$ cat src/rtl/instr_fetch_unit_if.sv
// instr_fetch_unit_if
//   Groups the bus signals around the fetch stage: the pipelined
//   instruction-memory port, the redirect request and the instruction
//   valid/ready handshake toward the datapath.
//
//   master : the fetch unit (drives imem_req/imem_addr and the instruction
//            output side; receives grant/response, redirect and instr_ready).
//   slave  : the environment (memory, branch/trap logic, datapath).
//
//   imem_req     fetch request valid
//   imem_addr    word-aligned fetch address
//   imem_gnt     request accepted this cycle
//   imem_rvalid  read data valid (in order, >= 1 cycle after grant)
//   imem_rdata   instruction word
//   redirect     flush and restart fetch
//   redirect_pc  restart address (bits [1:0] ignored)
//   instr_valid  head of prefetch FIFO is valid
//   instr        head instruction (0 when empty)
//   pc           address of head instruction (0 when empty)
//   instr_ready  consumer accepts head
interface instr_fetch_unit_if;
  logic        imem_req;
  logic [31:0] imem_addr;
  logic        imem_gnt;
  logic        imem_rvalid;
  logic [31:0] imem_rdata;
  logic        redirect;
  logic [31:0] redirect_pc;
  logic        instr_valid;
  logic [31:0] instr;
  logic [31:0] pc;
  logic        instr_ready;

  modport master (
    output imem_req, imem_addr, instr_valid, instr, pc,
    input  imem_gnt, imem_rvalid, imem_rdata, redirect, redirect_pc, instr_ready
  );

  modport slave (
    input  imem_req, imem_addr, instr_valid, instr, pc,
    output imem_gnt, imem_rvalid, imem_rdata, redirect, redirect_pc, instr_ready
  );
endinterface

$ cat src/rtl/instr_fetch_unit.sv
// instr_fetch_unit
//   Fetch stage in front of the single-cycle datapath. Owns the fetch PC,
//   issues in-order requests on a pipelined instruction-memory port, buffers
//   returned words with their addresses in a DEPTH-entry prefetch FIFO and
//   presents the head through a valid/ready handshake. A redirect flushes the
//   FIFO, marks every in-flight response for discard and restarts fetch.
//
//   Parameters: RESET_PC (fetch address after reset), DEPTH (FIFO entries,
//   power of two >= 2, also the bound on outstanding requests).
//
//   Ports:
//     clk    rising-edge clock
//     reset  asynchronous, active-low reset
//     bus    instr_fetch_unit_if.master (memory port, redirect, instr output)
module instr_fetch_unit #(
  parameter logic [31:0] RESET_PC = 32'h0000_0000,
  parameter int unsigned DEPTH    = 4
) (
  input  logic                clk,
  input  logic                reset,
  instr_fetch_unit_if.master  bus
);

  localparam int unsigned AW = $clog2(DEPTH);
  localparam int unsigned CW = AW + 1;

  typedef logic [CW-1:0] cnt_t;
  typedef logic [AW-1:0] ptr_t;

  logic [31:0] fetch_pc;
  logic [31:0] resp_pc;
  cnt_t        count;
  cnt_t        outstanding;
  cnt_t        discard;
  ptr_t        rd_ptr;
  ptr_t        wr_ptr;

  logic [31:0] instr_mem [DEPTH];
  logic [31:0] pc_mem    [DEPTH];

  logic [CW:0] occupancy;
  logic        req;
  logic        grant;
  logic        rsp;
  logic        drop;
  logic        push;
  logic        pop;
  logic        head_valid;
  cnt_t        outstanding_nxt;
  logic [31:0] redirect_target;

  always_comb begin
    occupancy       = {1'b0, count} + {1'b0, outstanding};
    // Requests are reserved against FIFO space up front, so a returning word
    // always has a slot; reset gating keeps imem_req low while reset is held.
    req             = reset && !bus.redirect && (occupancy < (CW+1)'(DEPTH));
    grant           = req && bus.imem_gnt;
    rsp             = bus.imem_rvalid;
    drop            = rsp && (discard != '0);
    head_valid      = (count != '0);
    push            = rsp && (discard == '0) && !bus.redirect;
    pop             = head_valid && bus.instr_ready && !bus.redirect;
    outstanding_nxt = outstanding + cnt_t'(grant) - cnt_t'(rsp);
    redirect_target = bus.redirect_pc & 32'hFFFF_FFFC;
  end

  always_ff @(posedge clk or negedge reset) begin
    if (!reset) begin
      fetch_pc    <= RESET_PC;
      resp_pc     <= RESET_PC;
      count       <= '0;
      outstanding <= '0;
      discard     <= '0;
      rd_ptr      <= '0;
      wr_ptr      <= '0;
    end else begin
      outstanding <= outstanding_nxt;
      if (bus.redirect) begin
        // Everything still in flight after this cycle's accounting belongs to
        // the old path and must be dropped when it returns.
        fetch_pc <= redirect_target;
        resp_pc  <= redirect_target;
        discard  <= outstanding_nxt;
        count    <= '0;
        rd_ptr   <= '0;
        wr_ptr   <= '0;
      end else begin
        if (grant) begin
          fetch_pc <= fetch_pc + 32'd4;
        end
        if (drop) begin
          discard <= discard - cnt_t'(1);
        end
        if (push) begin
          resp_pc <= resp_pc + 32'd4;
          wr_ptr  <= wr_ptr + ptr_t'(1);
        end
        if (pop) begin
          rd_ptr <= rd_ptr + ptr_t'(1);
        end
        count <= count + cnt_t'(push) - cnt_t'(pop);
      end
    end
  end

  // Storage has no reset; entries are only observable while count covers them.
  always_ff @(posedge clk) begin
    if (push) begin
      instr_mem[wr_ptr] <= bus.imem_rdata;
      pc_mem[wr_ptr]    <= resp_pc;
    end
  end

  assign bus.imem_req    = req;
  assign bus.imem_addr   = fetch_pc;
  assign bus.instr_valid = head_valid;
  assign bus.instr       = head_valid ? instr_mem[rd_ptr] : '0;
  assign bus.pc          = head_valid ? pc_mem[rd_ptr]    : '0;

endmodule

$ cat src/flat_wrapper.sv
// flat-port wrapper written by rule: the top's interface ports become plain ports
module instr_fetch_unit_flat 
#(
  parameter logic [31:0] RESET_PC = 32'h0000_0000,
  parameter int unsigned DEPTH    = 4
)
  (clk, reset, bus_imem_req, bus_imem_addr, bus_instr_valid, bus_instr, bus_pc, bus_imem_gnt, bus_imem_rvalid, bus_imem_rdata, bus_redirect, bus_redirect_pc, bus_instr_ready);
  instr_fetch_unit_if bus_i ();
  input  logic clk;
  input  logic reset;
  output wire logic [$bits(bus_i.imem_req)-1:0] bus_imem_req;
  output wire logic [$bits(bus_i.imem_addr)-1:0] bus_imem_addr;
  output wire logic [$bits(bus_i.instr_valid)-1:0] bus_instr_valid;
  output wire logic [$bits(bus_i.instr)-1:0] bus_instr;
  output wire logic [$bits(bus_i.pc)-1:0] bus_pc;
  input wire logic [$bits(bus_i.imem_gnt)-1:0] bus_imem_gnt;
  input wire logic [$bits(bus_i.imem_rvalid)-1:0] bus_imem_rvalid;
  input wire logic [$bits(bus_i.imem_rdata)-1:0] bus_imem_rdata;
  input wire logic [$bits(bus_i.redirect)-1:0] bus_redirect;
  input wire logic [$bits(bus_i.redirect_pc)-1:0] bus_redirect_pc;
  input wire logic [$bits(bus_i.instr_ready)-1:0] bus_instr_ready;
  assign bus_imem_req = bus_i.imem_req;
  assign bus_imem_addr = bus_i.imem_addr;
  assign bus_instr_valid = bus_i.instr_valid;
  assign bus_instr = bus_i.instr;
  assign bus_pc = bus_i.pc;
  assign bus_i.imem_gnt = bus_imem_gnt;
  assign bus_i.imem_rvalid = bus_imem_rvalid;
  assign bus_i.imem_rdata = bus_imem_rdata;
  assign bus_i.redirect = bus_redirect;
  assign bus_i.redirect_pc = bus_redirect_pc;
  assign bus_i.instr_ready = bus_instr_ready;
  instr_fetch_unit #(.RESET_PC(RESET_PC), .DEPTH(DEPTH)) u_core (.clk(clk), .reset(reset), .bus(bus_i));
endmodule
$ cat config.mk
export PLATFORM = sky130hd
export DESIGN_NAME = instr_fetch_unit_flat
export DESIGN_NICKNAME = d
export VERILOG_FILES = /design/src/rtl/instr_fetch_unit_if.sv /design/src/rtl/instr_fetch_unit.sv /design/src/flat_wrapper.sv
export SDC_FILE = /design/constraint.sdc
export NUM_CORES = 1
export LEC_CHECK = 0
export CAP_MARGIN = 10
export CORE_MARGIN = 2
export CORE_UTILIZATION = 30
export CTS_CLUSTER_SIZE = 28
export DETAILED_ROUTE_END_ITERATION = 8
export PLACE_DENSITY = 0.51
export SYNTH_ARGS = -nofsm -noshare
export SYNTH_HDL_FRONTEND = slang
export SYNTH_SLANG_ARGS = --single-unit
$ cat constraint.sdc
create_clock -name clk -period 7.6 [get_ports clk]
set_input_delay 1.9 -clock clk [delete_from_list [all_inputs] [get_ports clk]]
set_output_delay 1.9 -clock clk [all_outputs]
set_load 0.01 [all_outputs]
* After elaboration in Yosys (flattened, before gate mapping)
Memories as Yosys holds them, arrays and structs flattened.
Cells that the tools add are included.
W data, S select, Z words.
** Storage, ports and cells
- Input bits :: 70
- Memories :: 2
- Bits in writable memories :: 256
- Bits in read-only memories :: 0
- Word-level logic and storage cells :: 51
- Register bits after elaboration :: 77
- Bits in latches :: 0
** Memory list
- u_core.instr_mem :: words 4, width 32, rd ports 1, clocked after memory_dff 0, write ports 1, line instr_fetch_unit.sv:38 : logic [31:0] instr_mem [DEPTH];
- u_core.pc_mem :: words 4, width 32, rd ports 1, clocked after memory_dff 0, write ports 1, line instr_fetch_unit.sv:39 : logic [31:0] pc_mem [DEPTH];
** Cells by class
- Bitwise logic cells :: 0
- Order comparisons :: 1
- $add $sub $neg :: 10
- Multiply operators :: 0
- Equality and inequality tests :: 0
- Div/mod/pow operators :: 0
- Mux-type cells :: 15
- Reductions and logical operators :: 16
- Shift operators :: 0
** Operator list (number)
- $mux W32 :: 6
- $add A32 B3 Y32 const B :: 2
- $mux W3 :: 3
- $logic_and A1 B1 Y1 :: 8
- $mux W2 :: 4
- $reduce_bool A2 Y1 :: 4
- $add A3 B1 Y3 :: 2
- $reduce_bool A3 Y1 :: 2
- $sub A3 B1 Y3 :: 2
- $add A2 B1 Y2 const B :: 2
- $add A3 B3 Y4 :: 1
- $lt A4 B3 Y1 const B :: 1
- $logic_not A3 Y1 :: 1
- $sub A3 B1 Y3 const B :: 1
- $mux W1 :: 2
- $logic_not A1 Y1 :: 1

* Logic depth before layout (Yosys ltp)
Gate-level depths: netlist (run 1).
- Word-level depth :: 7
- Mapped depth :: 12

* Worst setup path before layout (run 1)
OpenSTA, ideal clock, no wires.
- Path kind :: input to output
- Start point :: input port bus_redirect
- End point :: output port bus_imem_req
- Slack :: 2.959 ns
- Path buffers :: 0
- Data required time :: 5.700 ns
- Data arrival time :: 2.741 ns
- Stages on the path :: 2
- Path through :: or4b_1 nor3_1
** On the way
- Longest elaborated chain between the ends :: 3
** Ends and longest elaborated chain
- start, declared :: line flat_wrapper.sv:19 : input wire logic [$bits(bus_i.redirect)-1:0] bus_redirect;
- $logic_not A1 Y1 :: line instr_fetch_unit.sv:56 : req = reset && !bus.redirect && (occupancy < (CW+1)'(DEPTH));
- $logic_and A1 B1 Y1 (2 in a row) :: line instr_fetch_unit.sv:56
- end, declared :: line flat_wrapper.sv:11 : output wire logic [$bits(bus_i.imem_req)-1:0] bus_imem_req;
Every way passes these cells.

* Worst setup path after layout (run 1)
- Start point :: input port reset
- End point :: output port bus_imem_req
** On the way
- Longest elaborated chain between the ends :: 2
** Ends and longest elaborated chain
- start, declared :: line flat_wrapper.sv:10 : input logic reset;
- $logic_and A1 B1 Y1 (2 in a row) :: line instr_fetch_unit.sv:56
Every way passes these cells.

==> impl_metrics.prom, run 1 <==
# TYPE chip_impl_metric gauge
chip_impl_info{name="status",value="finished, final reports clean"} 1
chip_impl_metric{name="worstMarginPinSlew",unit="ns"} 1.01
chip_impl_metric{name="coreArea",unit="mm^2"} 0.0451
chip_impl_metric{name="fin_tns_setup",unit="ns"} 0
chip_impl_metric{name="achievable-frequency",unit="GHz"} 0.187
chip_impl_metric{name="synth.yosys.warnings",unit=""} 0
chip_impl_metric{name="syn_area",unit="mm^2"} 0.0136
chip_impl_metric{name="ctsLongestPathBuffers",unit=""} 3
chip_impl_metric{name="clk-insertion-delay-late",unit="ns"} 0.53
chip_impl_info{name="post-synth-top-area-cell",value="sky130_fd_sc_hd__edfxtp_1"} 1
chip_impl_metric{name="design_power_total",unit="mW"} 5.22
chip_impl_metric{name="finClkSkew",unit="ns"} 0.0169
chip_impl_metric{name="final_layout_size_suffix_gt1_share",unit="%"} 15.5
chip_impl_metric{name="detailed_place.area",unit="mm^2"} 0.0159
chip_impl_metric{name="ant_nets",unit=""} 0
chip_impl_metric{name="power.combinational.fraction",unit="%"} 23.6
chip_impl_info{name="min-delay-path-class",value="flip-flop to flip-flop"} 1
chip_impl_metric{name="postSynthCellCount",unit=""} 864
chip_impl_metric{name="vias_in_the_first_global_route",unit=""} 8270
chip_impl_metric{name="ys_async_sr_fraction",unit="%"} 22.7
chip_impl_info{name="worst-setup-path-type",value="input port to output pin"} 1
chip_impl_metric{name="worst-path-max-fanout",unit=""} 22
chip_impl_metric{name="timing.final.max_slew_violations",unit=""} 0
chip_impl_metric{name="hold_violations",unit=""} 0
chip_impl_metric{name="layout.nets",unit=""} 1121
chip_impl_metric{name="layoutNonFillerInstCount",unit=""} 1664
chip_impl_info{name="tritoncts",value="yes"} 1
chip_impl_info{name="grt_setup_unrepaired",value="false"} 1
chip_impl_metric{name="switching_share",unit="%"} 27.4
chip_impl_metric{name="finalCritPeriodShare",unit="%"} 70.3
chip_impl_metric{name="dp_hpwl",unit="um"} 20800
chip_impl_info{name="synth_most_common_cell",value="sky130_fd_sc_hd__edfxtp_1"} 1
chip_impl_metric{name="postCtsSetupRepairBufs",unit=""} 0
chip_impl_metric{name="leakagePower",unit="nW"} 5.82
chip_impl_metric{name="fp.dieArea",unit="mm^2"} 0.0471
chip_impl_metric{name="drtIter0Drc",unit=""} 479
chip_impl_metric{name="die_h",unit="um"} 217
chip_impl_info{name="startpoint_type",value="input port"} 1
chip_impl_metric{name="post_drt_wl_per_cell",unit="um"} 19.6
chip_impl_info{name="cts_root_buffer",value="sky130_fd_sc_hd__clkbuf_16"} 1
chip_impl_metric{name="grt_usage",unit="%"} 14.2
chip_impl_metric{name="ctsHoldBuffers",unit=""} 0
chip_impl_metric{name="worst_slew_margin_rel",unit="%"} 32.7
chip_impl_metric{name="initial_core_util",unit="%"} 30.2
chip_impl_info{name="critical_path.endpoint_type",value="output pin"} 1
chip_impl_metric{name="peakVddDrop",unit="mV"} 0.123
chip_impl_metric{name="power_density_of_the_placed_cells",unit="mW/mm^2"} 304
chip_impl_metric{name="net-switching-power",unit="mW"} 1.43
chip_impl_metric{name="fp.dieW",unit="um"} 217
chip_impl_metric{name="preCtsSetupSlack",unit="ns"} 2.23
chip_impl_metric{name="portBuffers",unit=""} 161
chip_impl_metric{name="cts_h_tree_lvls",unit=""} 2
chip_impl_metric{name="synth.yosys.seq_area_share",unit="%"} 68.1
chip_impl_metric{name="cts_resized",unit=""} 0
chip_impl_metric{name="finalSetupViolCount",unit=""} 0
chip_impl_metric{name="power.sequential.fraction",unit="%"} 41.9
chip_impl_metric{name="cts_sink_count",unit=""} 321
chip_impl_info{name="post_synth_main_area_contributors",value="sky130_fd_sc_hd__edfxtp_1 (55%), sky130_fd_sc_hd__dfrtp_1 (13%), sky130_fd_sc_hd__mux4_2 (10%)"} 1
chip_impl_metric{name="total_global_routing_overflow",unit=""} 0
chip_impl_metric{name="via_count_normalized_by_instance_count",unit=""} 4.72
chip_impl_metric{name="power.internal",unit="mW"} 3.79
chip_impl_metric{name="place.detailed.instances",unit=""} 1595
chip_impl_metric{name="floorplan.rows",unit=""} 78
chip_impl_info{name="synth_ff_type",value="sky130_fd_sc_hd__edfxtp_1"} 1
chip_impl_metric{name="place_congestion",unit=""} 0.756
chip_impl_metric{name="final_non_filler_cell_area",unit="mm^2"} 0.0172
chip_impl_metric{name="tritoncts.num_buffers",unit=""} 38
chip_impl_metric{name="ys_types",unit=""} 51
chip_impl_metric{name="timing.critical_path.arrival",unit="ns"} 3.45
chip_impl_metric{name="area_delta_synth_final",unit="%"} 26.0
chip_impl_metric{name="synth_enable_flop_cells",unit=""} 248
chip_impl_metric{name="grt_pass1_wl",unit="um"} 50500
chip_impl_metric{name="antenna-diode-count",unit=""} 0
chip_impl_metric{name="synth.ff_latch_count",unit=""} 321
chip_impl_metric{name="total_via_count_after_detailed_routing",unit=""} 7848
chip_impl_metric{name="pwr-share-clk",unit="%"} 34.5
chip_impl_metric{name="worst_ep_required_time",unit="ns"} 5.70
chip_impl_metric{name="ios",unit=""} 168
chip_impl_metric{name="path_clk_slew",unit="ns"} 0.05
chip_impl_metric{name="post_synthesis_average_cell_area",unit="um^2"} 15.8
chip_impl_metric{name="routed_wl",unit="um"} 32600
chip_impl_metric{name="grt_start_max_net_pins",unit=""} 60
chip_impl_metric{name="period_needed",unit="ns"} 5.35
chip_impl_metric{name="first_pass_iters",unit=""} 4
chip_impl_metric{name="grt_antenna_before_repair",unit=""} 1
chip_impl_metric{name="timing.final.ws_setup",unit="ns"} 2.25
chip_impl_metric{name="fill_cells",unit=""} 4271
chip_impl_metric{name="drc_viols",unit=""} 0
chip_impl_metric{name="synth_top_area_share",unit="%"} 54.7
chip_impl_metric{name="cap_viol_max_count",unit=""} 0
chip_impl_info{name="post_synth_most_frequent_cells",value="sky130_fd_sc_hd__edfxtp_1 (248), sky130_fd_sc_hd__dfrtp_1 (73), sky130_fd_sc_hd__and2_1 (69)"} 1
final cells by class:
| type | count | area, um^2 | area share [%] |
|---|---|---|---|
| sequential | 321 | 9280 | 54.1 |
| clock buffer | 52 | 1130 | 6.57 |
| tap | 600 | 751 | 4.37 |
| timing repair buffer | 174 | 1700 | 9.91 |
| clock inverter | 17 | 134 | 0.780 |
| inverter | 26 | 103 | 0.598 |
| multi-input combinational | 474 | 4070 | 23.7 |
cell usage in the layout (no fill, tap or decap), types with 16 or more instances in the layout:
master,n
sky130_fd_sc_hd__xor2_1,23
sky130_fd_sc_hd__mux4_2,62
sky130_fd_sc_hd__clkdlybuf4s50_1,159
sky130_fd_sc_hd__nand4_1,16
sky130_fd_sc_hd__xnor2_1,24
sky130_fd_sc_hd__and2_1,65
sky130_fd_sc_hd__nand2_1,54
sky130_fd_sc_hd__dfrtp_1,71
sky130_fd_sc_hd__nor3_1,16
sky130_fd_sc_hd__edfxtp_1,248
sky130_fd_sc_hd__nor2_1,31
sky130_fd_sc_hd__mux2_2,16
sky130_fd_sc_hd__nand3_1,38
sky130_fd_sc_hd__inv_1,24
sky130_fd_sc_hd__clkbuf_16,41
sky130_fd_sc_hd__o21ai_0,19
cells by family (layout without fill, tap and decap cells):
| kind of cell | count (synthesis) | in the layout | synth area share (%) |
|---|---|---|---|
| flip-flops | 321 | 321 | 68.1 |
| AND/OR/NAND/NOR | 268 | 268 | 10.5 |
| multiplexers | 84 | 84 | 12.0 |
| buffers and inverters | 72 | 269 | 2.20 |
| AO/OA/AOI/OAI | 55 | 55 | 2.52 |
| XOR/XNOR | 47 | 47 | 3.02 |
| adder cells (fa/ha/maj) | 16 | 16 | 1.58 |
| other | 1 | 4 | 0.0275 |
power by group through the flow:
| stage | registers [mW] | clock network (mW) | logic, mW |
|---|---|---|---|
| final | 2.19 | 1.80 | 1.23 |
| after global routing | 2.22 | 1.93 | 1.35 |
| after CTS | 2.20 | 1.86 | 1.27 |
| after detailed placement | 2.23 | 0 | 1.27 |
| after global placement | 2.23 | 0 | 1.26 |
| after floorplan | 2.12 | 0 | 0.745 |
per-layer routing:
layer	global-route usage, %	vias up	part of all wire (%)	routed length, um
met5	0	-	0.040	13
met4	3.58	2	1.9	633
met3	4.00	45	5.8	1900
met2	22.1	185	46	15000
met1	19.6	3995	46	15100
li1	-	3621	-	-
critical path, stage by stage:
cell and delay, ns:
sky130_fd_sc_hd__buf_4 0.28, sky130_fd_sc_hd__or4b_1 0.49, sky130_fd_sc_hd__nor3_1 0.20, sky130_fd_sc_hd__clkdlybuf4s50_1 0.56
sequential cells by signal (all words and copies together) (netlist names):
signal	cells
u_core.instr_mem	128
u_core.pc_mem	120
u_core.bus.imem_addr	30
u_core.resp_pc	30
u_core.count	3
u_core.discard	3
u_core.outstanding	3
u_core.rd_ptr	2
u_core.wr_ptr	2
worst paths after layout:
path                                     from                       end  slack [ns]  cells after the start
max reg2reg                   u_core.count[2]         u_core.discard[2]        4.38                     11
max                                     reset              bus_imem_req        2.25                      4
min in group asynchronous               reset  u_core.bus.imem_addr[14]        1.24                      1
max in group asynchronous               reset          u_core.rd_ptr[0]        5.26                      2
min reg2reg                u_core.resp_pc[31]      u_core.pc_mem[1][31]        0.55                      0
min                        u_core.resp_pc[31]      u_core.pc_mem[1][31]        0.55                      0
stage by stage:
stage	util, %	hold slack (ns)
floorplan	-	0.495
global route	38.1	0.592
finish	38.1	0.555
CTS	38.1	0.565
detailed placement	35.3	0.550
global placement	35.3	0.539
Power figures use the tool's default switching activity.
==> run 2, diff against run 1 <==
- PLACE_DENSITY: 0.51 -> 0.53
- clock period: 7.6 -> 4.64 ns (I/O delays scaled with it)
==> run 2 against run 1 <==
Die area unchanged. Clock power up 67%. Clock skew down 0.0017 ns. Final cell count is 0.54% higher. Via count grew 1.0%. Clock-buffer cell count down 6. Largest power group unchanged. Highest routed layer unchanged.
==> impl_metrics.prom, run 2 (same netlist as run 1, synthesis figures left out) <==
# TYPE chip_impl_metric gauge
chip_impl_info{name="status",value="finished, final reports clean"} 1
chip_impl_metric{name="timing.final.ws_setup",unit="ns"} 0.640
chip_impl_metric{name="portBuffers",unit=""} 161
chip_impl_metric{name="clk-insertion-delay-late",unit="ns"} 0.54
chip_impl_info{name="grt_setup_unrepaired",value="false"} 1
chip_impl_metric{name="post_drt_wl_per_cell",unit="um"} 19.9
chip_impl_metric{name="drc_viols",unit=""} 0
chip_impl_metric{name="peakVddDrop",unit="mV"} 0.256
chip_impl_info{name="crit_chain",value="buf_4 -> mux4_2 -> and2_1 -> clkdlybuf4s50_1"} 1
chip_impl_metric{name="power_density_of_the_placed_cells",unit="mW/mm^2"} 500
chip_impl_metric{name="grt_use_met3",unit="%"} 4.49
chip_impl_metric{name="cap_viol_max_count",unit=""} 0
chip_impl_info{name="startpoint_type",value="flip-flop"} 1
chip_impl_info{name="most_common_cell_after_layout_fill_and_taps_aside",value="sky130_fd_sc_hd__edfxtp_1"} 1
chip_impl_metric{name="total_via_count_after_detailed_routing",unit=""} 7927
chip_impl_metric{name="coreArea",unit="mm^2"} 0.0451
chip_impl_metric{name="worst_ep_required_time",unit="ns"} 3.48
chip_impl_metric{name="worst-path-max-fanout",unit=""} 23
chip_impl_metric{name="hold_violations",unit=""} 0
chip_impl_metric{name="postCtsSetupRepairBufs",unit=""} 0
chip_impl_metric{name="leakagePower",unit="nW"} 5.88
chip_impl_metric{name="grt_util_met2",unit="%"} 22.4
chip_impl_metric{name="finClkSkew",unit="ns"} 0.0153
chip_impl_info{name="cts_root_buffer",value="sky130_fd_sc_hd__clkbuf_16"} 1
chip_impl_metric{name="grtUsageMet1",unit="%"} 19.4
chip_impl_metric{name="grt_start_max_net_pins",unit=""} 60
chip_impl_info{name="layout_common_cells",value="sky130_fd_sc_hd__edfxtp_1 (248), sky130_fd_sc_hd__clkdlybuf4s50_1 (159), sky130_fd_sc_hd__dfrtp_1 (71), sky130_fd_sc_hd__and2_1 (65), sky130_fd_sc_hd__mux4_2 (62)"} 1
chip_impl_metric{name="grt_usage",unit="%"} 14.3
chip_impl_info{name="busiest_layer",value="met2"} 1
chip_impl_info{name="critical_path.endpoint_type",value="output pin"} 1
chip_impl_metric{name="final-seq-area",unit="mm^2"} 0.00928
chip_impl_metric{name="fill_cells",unit=""} 4278
chip_impl_metric{name="ctsHoldBuffers",unit=""} 0
chip_impl_metric{name="final_layout_size_suffix_gt1_share",unit="%"} 15.8
chip_impl_metric{name="cts_resized",unit=""} 0
chip_impl_info{name="top_flop_regs",value="u_core.instr_mem (128), u_core.pc_mem (120)"} 1
chip_impl_metric{name="timing.critical_path.arrival",unit="ns"} 2.84
chip_impl_metric{name="dp_hpwl",unit="um"} 21300
chip_impl_metric{name="finalSetupViolCount",unit=""} 0
chip_impl_metric{name="ctsLongestPathBuffers",unit=""} 3
chip_impl_metric{name="design_power_total",unit="mW"} 8.66
chip_impl_info{name="tritoncts",value="yes"} 1
chip_impl_metric{name="cts_h_tree_lvls",unit=""} 2
chip_impl_metric{name="tritoncts.num_buffers",unit=""} 37
chip_impl_metric{name="fin_tns_setup",unit="ns"} 0
chip_impl_metric{name="fp.dieW",unit="um"} 217
chip_impl_info{name="largest_reg_by_ff_count",value="u_core.instr_mem"} 1
chip_impl_metric{name="initial_core_util",unit="%"} 30.2
chip_impl_metric{name="grt_antenna_before_repair",unit=""} 1
chip_impl_metric{name="worstMarginPinSlew",unit="ns"} 0.710
chip_impl_metric{name="routed_wl",unit="um"} 33300
chip_impl_metric{name="period_needed",unit="ns"} 4.00
chip_impl_info{name="worst-setup-path-type",value="flip-flop to output pin"} 1
chip_impl_info{name="min-delay-path-class",value="flip-flop to flip-flop"} 1
chip_impl_metric{name="preCtsSetupSlack",unit="ns"} 0.887
chip_impl_metric{name="post-route-util",unit="%"} 38.4
chip_impl_info{name="cpMaxStageDelayCell",value="sky130_fd_sc_hd__dfrtp_4"} 1
chip_impl_metric{name="die_h",unit="um"} 217
chip_impl_metric{name="place_congestion",unit=""} 0.759
chip_impl_metric{name="drtIter0Drc",unit=""} 412
chip_impl_metric{name="vias_in_the_first_global_route",unit=""} 8198
chip_impl_metric{name="cpPeakStageDelay",unit="ns"} 0.78
chip_impl_metric{name="place.detailed.instances",unit=""} 1605
chip_impl_metric{name="finalCritPeriodShare",unit="%"} 86.2
chip_impl_metric{name="via_count_normalized_by_instance_count",unit=""} 4.74
chip_impl_metric{name="floorplan.rows",unit=""} 78
chip_impl_metric{name="grt_pass1_wl",unit="um"} 50600
chip_impl_metric{name="timing.final.max_slew_violations",unit=""} 0
chip_impl_metric{name="multi_input_area",unit="mm^2"} 0.00407
chip_impl_metric{name="area_delta_synth_final",unit="%"} 27.1
chip_impl_metric{name="layout.nets",unit=""} 1130
chip_impl_metric{name="layoutNonFillerInstCount",unit=""} 1673
chip_impl_metric{name="ant_nets",unit=""} 0
chip_impl_metric{name="fp.dieArea",unit="mm^2"} 0.0471
chip_impl_metric{name="cts_sink_count",unit=""} 321
chip_impl_metric{name="first_pass_iters",unit=""} 4
chip_impl_metric{name="achievable-frequency",unit="GHz"} 0.250
chip_impl_metric{name="path_clk_slew",unit="ns"} 0.06
chip_impl_metric{name="ios",unit=""} 168
chip_impl_metric{name="largest_register_ffs",unit=""} 128
chip_impl_metric{name="antenna-diode-count",unit=""} 0
chip_impl_metric{name="worst_slew_margin_rel",unit="%"} 52.3
chip_impl_metric{name="total_global_routing_overflow",unit=""} 0
[run 2: cell types whose count changed in the layout (fill, tap and decap cells not counted), sizes merged]
cell / change
clkbuf: -6
inv: -2
clkinv: +3
buf: +10
bufinv: +4
[run 2: per-layer routing]
layer	wire length (um)	up-vias	share of wire [%]
li1	-	3634	-
met1	15200	4050	46
met2	15400	202	46
met3	2150	39	6.5
met4	516	2	1.5
met5	13	-	0.039
[run 2: cell type report]
| type | count | share of cell area [%] |
|---|---|---|
| clock buffer | 46 | 5.91 |
| inverter | 26 | 0.593 |
| clock inverter | 22 | 1.35 |
| sequential | 321 | 53.6 |
| timing repair buffer | 184 | 10.7 |
| multi-input combinational | 474 | 23.5 |
| tap | 600 | 4.34 |
[run 2: path summary, 6_finish.rpt]
check                                              start                  endpoint  slack [ns]  depth (start not counted)
min in group asynchronous                          reset  u_core.bus.imem_addr[13]        0.63                          2
worst max register to register           u_core.count[1]         u_core.discard[2]        1.64                         10
worst min register to register  u_core.bus.imem_addr[20]  u_core.bus.imem_addr[20]        0.55                          1
worst min-delay path            u_core.bus.imem_addr[20]  u_core.bus.imem_addr[20]        0.55                          1
max in group asynchronous                          reset          u_core.rd_ptr[1]        2.95                          3
worst max-delay path                    u_core.rd_ptr[0]                bus_pc[20]        0.64                          4
[run 2: power breakdown]
| group | switching, mW | internal (mW) | leakage, nW |
|---|---|---|---|
| Sequential | 0.237 | 3.29 | 3.11 |
| Clock | 1.16 | 1.85 | 0.620 |
| Combinational | 0.944 | 1.18 | 2.15 |
| Total | 2.34 | 6.32 | 5.88 |
[run 2: critical path, delay by kind of cell, from the launching register on]
family / cells / cell delay, ns
buffers and inverters: 2 / 0.79
and+or+nand+nor: 1 / 0.17
muxes: 1 / 0.53
DFF: 1 / 0.78
[run 2: through the flow]
| step | hold slack (ns) | area [um^2] |
|---|---|---|
| 2_1_floorplan | 0.495 | 13600 |
| 3_3_place_gp | 0.534 | 16100 |
| 3_5_place_dp | 0.535 | 16100 |
| 4_1_cts | 0.547 | 17300 |
| 5_1_grt | 0.586 | 17300 |
| 6_report | 0.550 | 17300 |
==> run 3, diff against run 2 <==
- PLACE_DENSITY: 0.53 -> 0.57
==> run 3 against run 2 <==
Die area unchanged. Sequential share of layout area increased by 0.36 points. First-iteration DRC count rose by 26%. Clock skew is 0.0019 ns higher. Register-to-register slack got worse by 0.04 ns. Via count is 0.76% lower. Clock power down 3%. Largest cell class unchanged. Largest power group unchanged. Worst setup slack got worse by 0.14 ns. Wire length is 2.1% lower. Sequential power about the same.
==> impl_metrics.prom, run 3 (same netlist as run 1, synthesis figures left out) <==
# TYPE chip_impl_metric gauge
chip_impl_info{name="critical_path.endpoint_type",value="output pin"} 1
chip_impl_metric{name="peakVddDrop",unit="mV"} 0.303
chip_impl_info{name="grt_setup_unrepaired",value="false"} 1
chip_impl_metric{name="timing.critical_path.arrival",unit="ns"} 2.98
chip_impl_metric{name="portBuffers",unit=""} 161
chip_impl_metric{name="ant_nets",unit=""} 0
chip_impl_metric{name="cap_viol_max_count",unit=""} 0
chip_impl_info{name="cpMaxStageDelayCell",value="sky130_fd_sc_hd__or3_2"} 1
chip_impl_metric{name="power_density_of_the_placed_cells",unit="mW/mm^2"} 498
chip_impl_metric{name="design_power_total",unit="mW"} 8.56
chip_impl_metric{name="dp_hpwl",unit="um"} 20400
chip_impl_metric{name="clk-insertion-delay-late",unit="ns"} 0.54
chip_impl_info{name="status",value="finished, final reports clean"} 1
chip_impl_metric{name="total_global_routing_overflow",unit=""} 0
chip_impl_metric{name="worstMarginPinSlew",unit="ns"} 0.808
chip_impl_metric{name="ios",unit=""} 168
chip_impl_metric{name="worst_slew_margin_rel",unit="%"} 46.1
chip_impl_metric{name="first_pass_iters",unit=""} 7
chip_impl_metric{name="ctsHoldBuffers",unit=""} 0
chip_impl_metric{name="grt_pass1_wl",unit="um"} 50200
chip_impl_metric{name="post_drt_wl_per_cell",unit="um"} 19.6
chip_impl_metric{name="fin_tns_setup",unit="ns"} 0
chip_impl_metric{name="fp.dieArea",unit="mm^2"} 0.0471
chip_impl_metric{name="grt_usage",unit="%"} 14.1
chip_impl_metric{name="routed_wl",unit="um"} 32600
chip_impl_info{name="layout_common_cells",value="sky130_fd_sc_hd__edfxtp_1 (248), sky130_fd_sc_hd__clkdlybuf4s50_1 (159), sky130_fd_sc_hd__dfrtp_1 (71), sky130_fd_sc_hd__and2_1 (65), sky130_fd_sc_hd__mux4_2 (62)"} 1
chip_impl_metric{name="path_clk_slew",unit="ns"} 0.06
chip_impl_info{name="top_flop_regs",value="u_core.instr_mem (128), u_core.pc_mem (120)"} 1
chip_impl_metric{name="area_delta_synth_final",unit="%"} 26.3
chip_impl_metric{name="drc_viols",unit=""} 0
chip_impl_metric{name="finalCritPeriodShare",unit="%"} 89.1
chip_impl_info{name="worst-setup-path-type",value="flip-flop to output pin"} 1
chip_impl_metric{name="die_h",unit="um"} 217
chip_impl_metric{name="fill_cells",unit=""} 4247
chip_impl_metric{name="final_layout_size_suffix_gt1_share",unit="%"} 14.9
chip_impl_info{name="tritoncts",value="yes"} 1
chip_impl_metric{name="cts_h_tree_lvls",unit=""} 2
chip_impl_metric{name="finClkSkew",unit="ns"} 0.0172
chip_impl_info{name="cts_root_buffer",value="sky130_fd_sc_hd__clkbuf_16"} 1
chip_impl_metric{name="grt_antenna_before_repair",unit=""} 2
chip_impl_metric{name="worst_ep_required_time",unit="ns"} 3.48
chip_impl_metric{name="place_congestion",unit=""} 0.793
chip_impl_metric{name="coreArea",unit="mm^2"} 0.0451
chip_impl_info{name="min-delay-path-class",value="input port to asynchronous set/reset pin"} 1
chip_impl_metric{name="postCtsSetupRepairBufs",unit=""} 0
chip_impl_metric{name="ctsLongestPathBuffers",unit=""} 3
chip_impl_metric{name="hold_violations",unit=""} 0
chip_impl_metric{name="drtIter0Drc",unit=""} 521
chip_impl_metric{name="hold-worst-slack",unit="ns"} 0.472
chip_impl_metric{name="fp.dieW",unit="um"} 217
chip_impl_info{name="startpoint_type",value="flip-flop"} 1
chip_impl_info{name="most_common_cell_after_layout_fill_and_taps_aside",value="sky130_fd_sc_hd__edfxtp_1"} 1
chip_impl_info{name="largest_reg_by_ff_count",value="u_core.instr_mem"} 1
chip_impl_metric{name="largest_register_ffs",unit=""} 128
chip_impl_metric{name="floorplan.rows",unit=""} 78
chip_impl_metric{name="leakagePower",unit="nW"} 5.80
chip_impl_metric{name="layout.nets",unit=""} 1121
chip_impl_metric{name="total_via_count_after_detailed_routing",unit=""} 7867
chip_impl_metric{name="tritoncts.num_buffers",unit=""} 37
chip_impl_metric{name="worst-path-max-fanout",unit=""} 39
chip_impl_metric{name="timing.final.max_slew_violations",unit=""} 0
chip_impl_metric{name="period_needed",unit="ns"} 4.14
chip_impl_metric{name="layoutNonFillerInstCount",unit=""} 1662
chip_impl_metric{name="place.detailed.instances",unit=""} 1596
chip_impl_metric{name="cpPeakStageDelay",unit="ns"} 0.90
chip_impl_metric{name="cts_sink_count",unit=""} 321
chip_impl_metric{name="cts_resized",unit=""} 0
chip_impl_info{name="crit_chain",value="or3_2 -> buf_4 -> and2_1 -> clkdlybuf4s50_1"} 1
chip_impl_metric{name="vias_in_the_first_global_route",unit=""} 8167
chip_impl_metric{name="grt_start_max_net_pins",unit=""} 60
chip_impl_metric{name="initial_core_util",unit="%"} 30.2
chip_impl_metric{name="achievable-frequency",unit="GHz"} 0.242
chip_impl_metric{name="via_count_normalized_by_instance_count",unit=""} 4.73
chip_impl_metric{name="finalSetupViolCount",unit=""} 0
run 3: cell types whose count changed in the layout (fill, tap and decap cells not counted), sizes merged:
cell	previous run	this run
buf	25	16
clkinv	17	10
clkbuf	46	48
clkinvlp	1	2
diode	0	1
inv	25	26
run 3: critical path: cells and delay by family, from the launching register on:
| family | cells | cell delay, ns |
|---|---|---|
| buffers and inverters | 2 | 0.88 |
| flip-flops | 1 | 0.48 |
| AND/OR/NAND/NOR | 2 | 1.07 |
run 3: worst paths after layout:
| path | cells after the start | startpoint | slack (ns) | end |
|---|---|---|---|---|
| worst max register to register | 10 | u_core.count[1] | 1.60 | u_core.discard[2] |
| max in group asynchronous | 2 | reset | 3.04 | u_core.rd_ptr[0] |
| worst min-delay path | 1 | reset | 0.47 | u_core.bus.imem_addr[14] |
| worst min register to register | 0 | u_core.resp_pc[31] | 0.54 | u_core.pc_mem[0][31] |
| worst max-delay path | 4 | u_core.count[1] | 0.50 | bus_pc[29] |
| min in group clk | 0 | u_core.resp_pc[31] | 0.54 | u_core.pc_mem[0][31] |
run 3: through the flow:
step / instance area, um^2 / util (%) / worst slack, ns
global placement: 16000 / 35.5 / 0.827
detailed placement: 16000 / 35.5 / 0.822
finish: 17200 / 38.1 / 0.505
CTS: 17200 / 38.1 / 0.415
floorplan: 13600 / - / 1.09
global route: 17200 / 38.1 / 0.351
run 3: layer usage:
metal | up-vias | GRT usage, % | share of wire (%)
met2 | 212 | 22.0 | 46
met3 | 45 | 3.91 | 6.9
met5 | - | 0 | 0.034
met1 | 3996 | 19.2 | 44
li1 | 3612 | - | -
met4 | 2 | 4.52 | 2.2
run 3: power breakdown:
group	total (mW)	internal, mW	switching (mW)
Clock	2.92	1.77	1.15
Sequential	3.53	3.29	0.241
Combinational	2.11	1.17	0.939
run 3: final cells by class:
cell class                      instances  area (um^2)  share of cell area [%]
Clock inverter                         17          220                    1.28
Multi-Input combinational cell        474         4070                    23.7
Antenna cell                            1         2.50                  0.0145
Tap cell                              600          751                    4.36
Clock buffer                           48          977                    5.68
Inverter                               26          103                   0.597
Sequential cell                       321         9280                    54.0
Timing Repair Buffer                  175         1800                    10.4
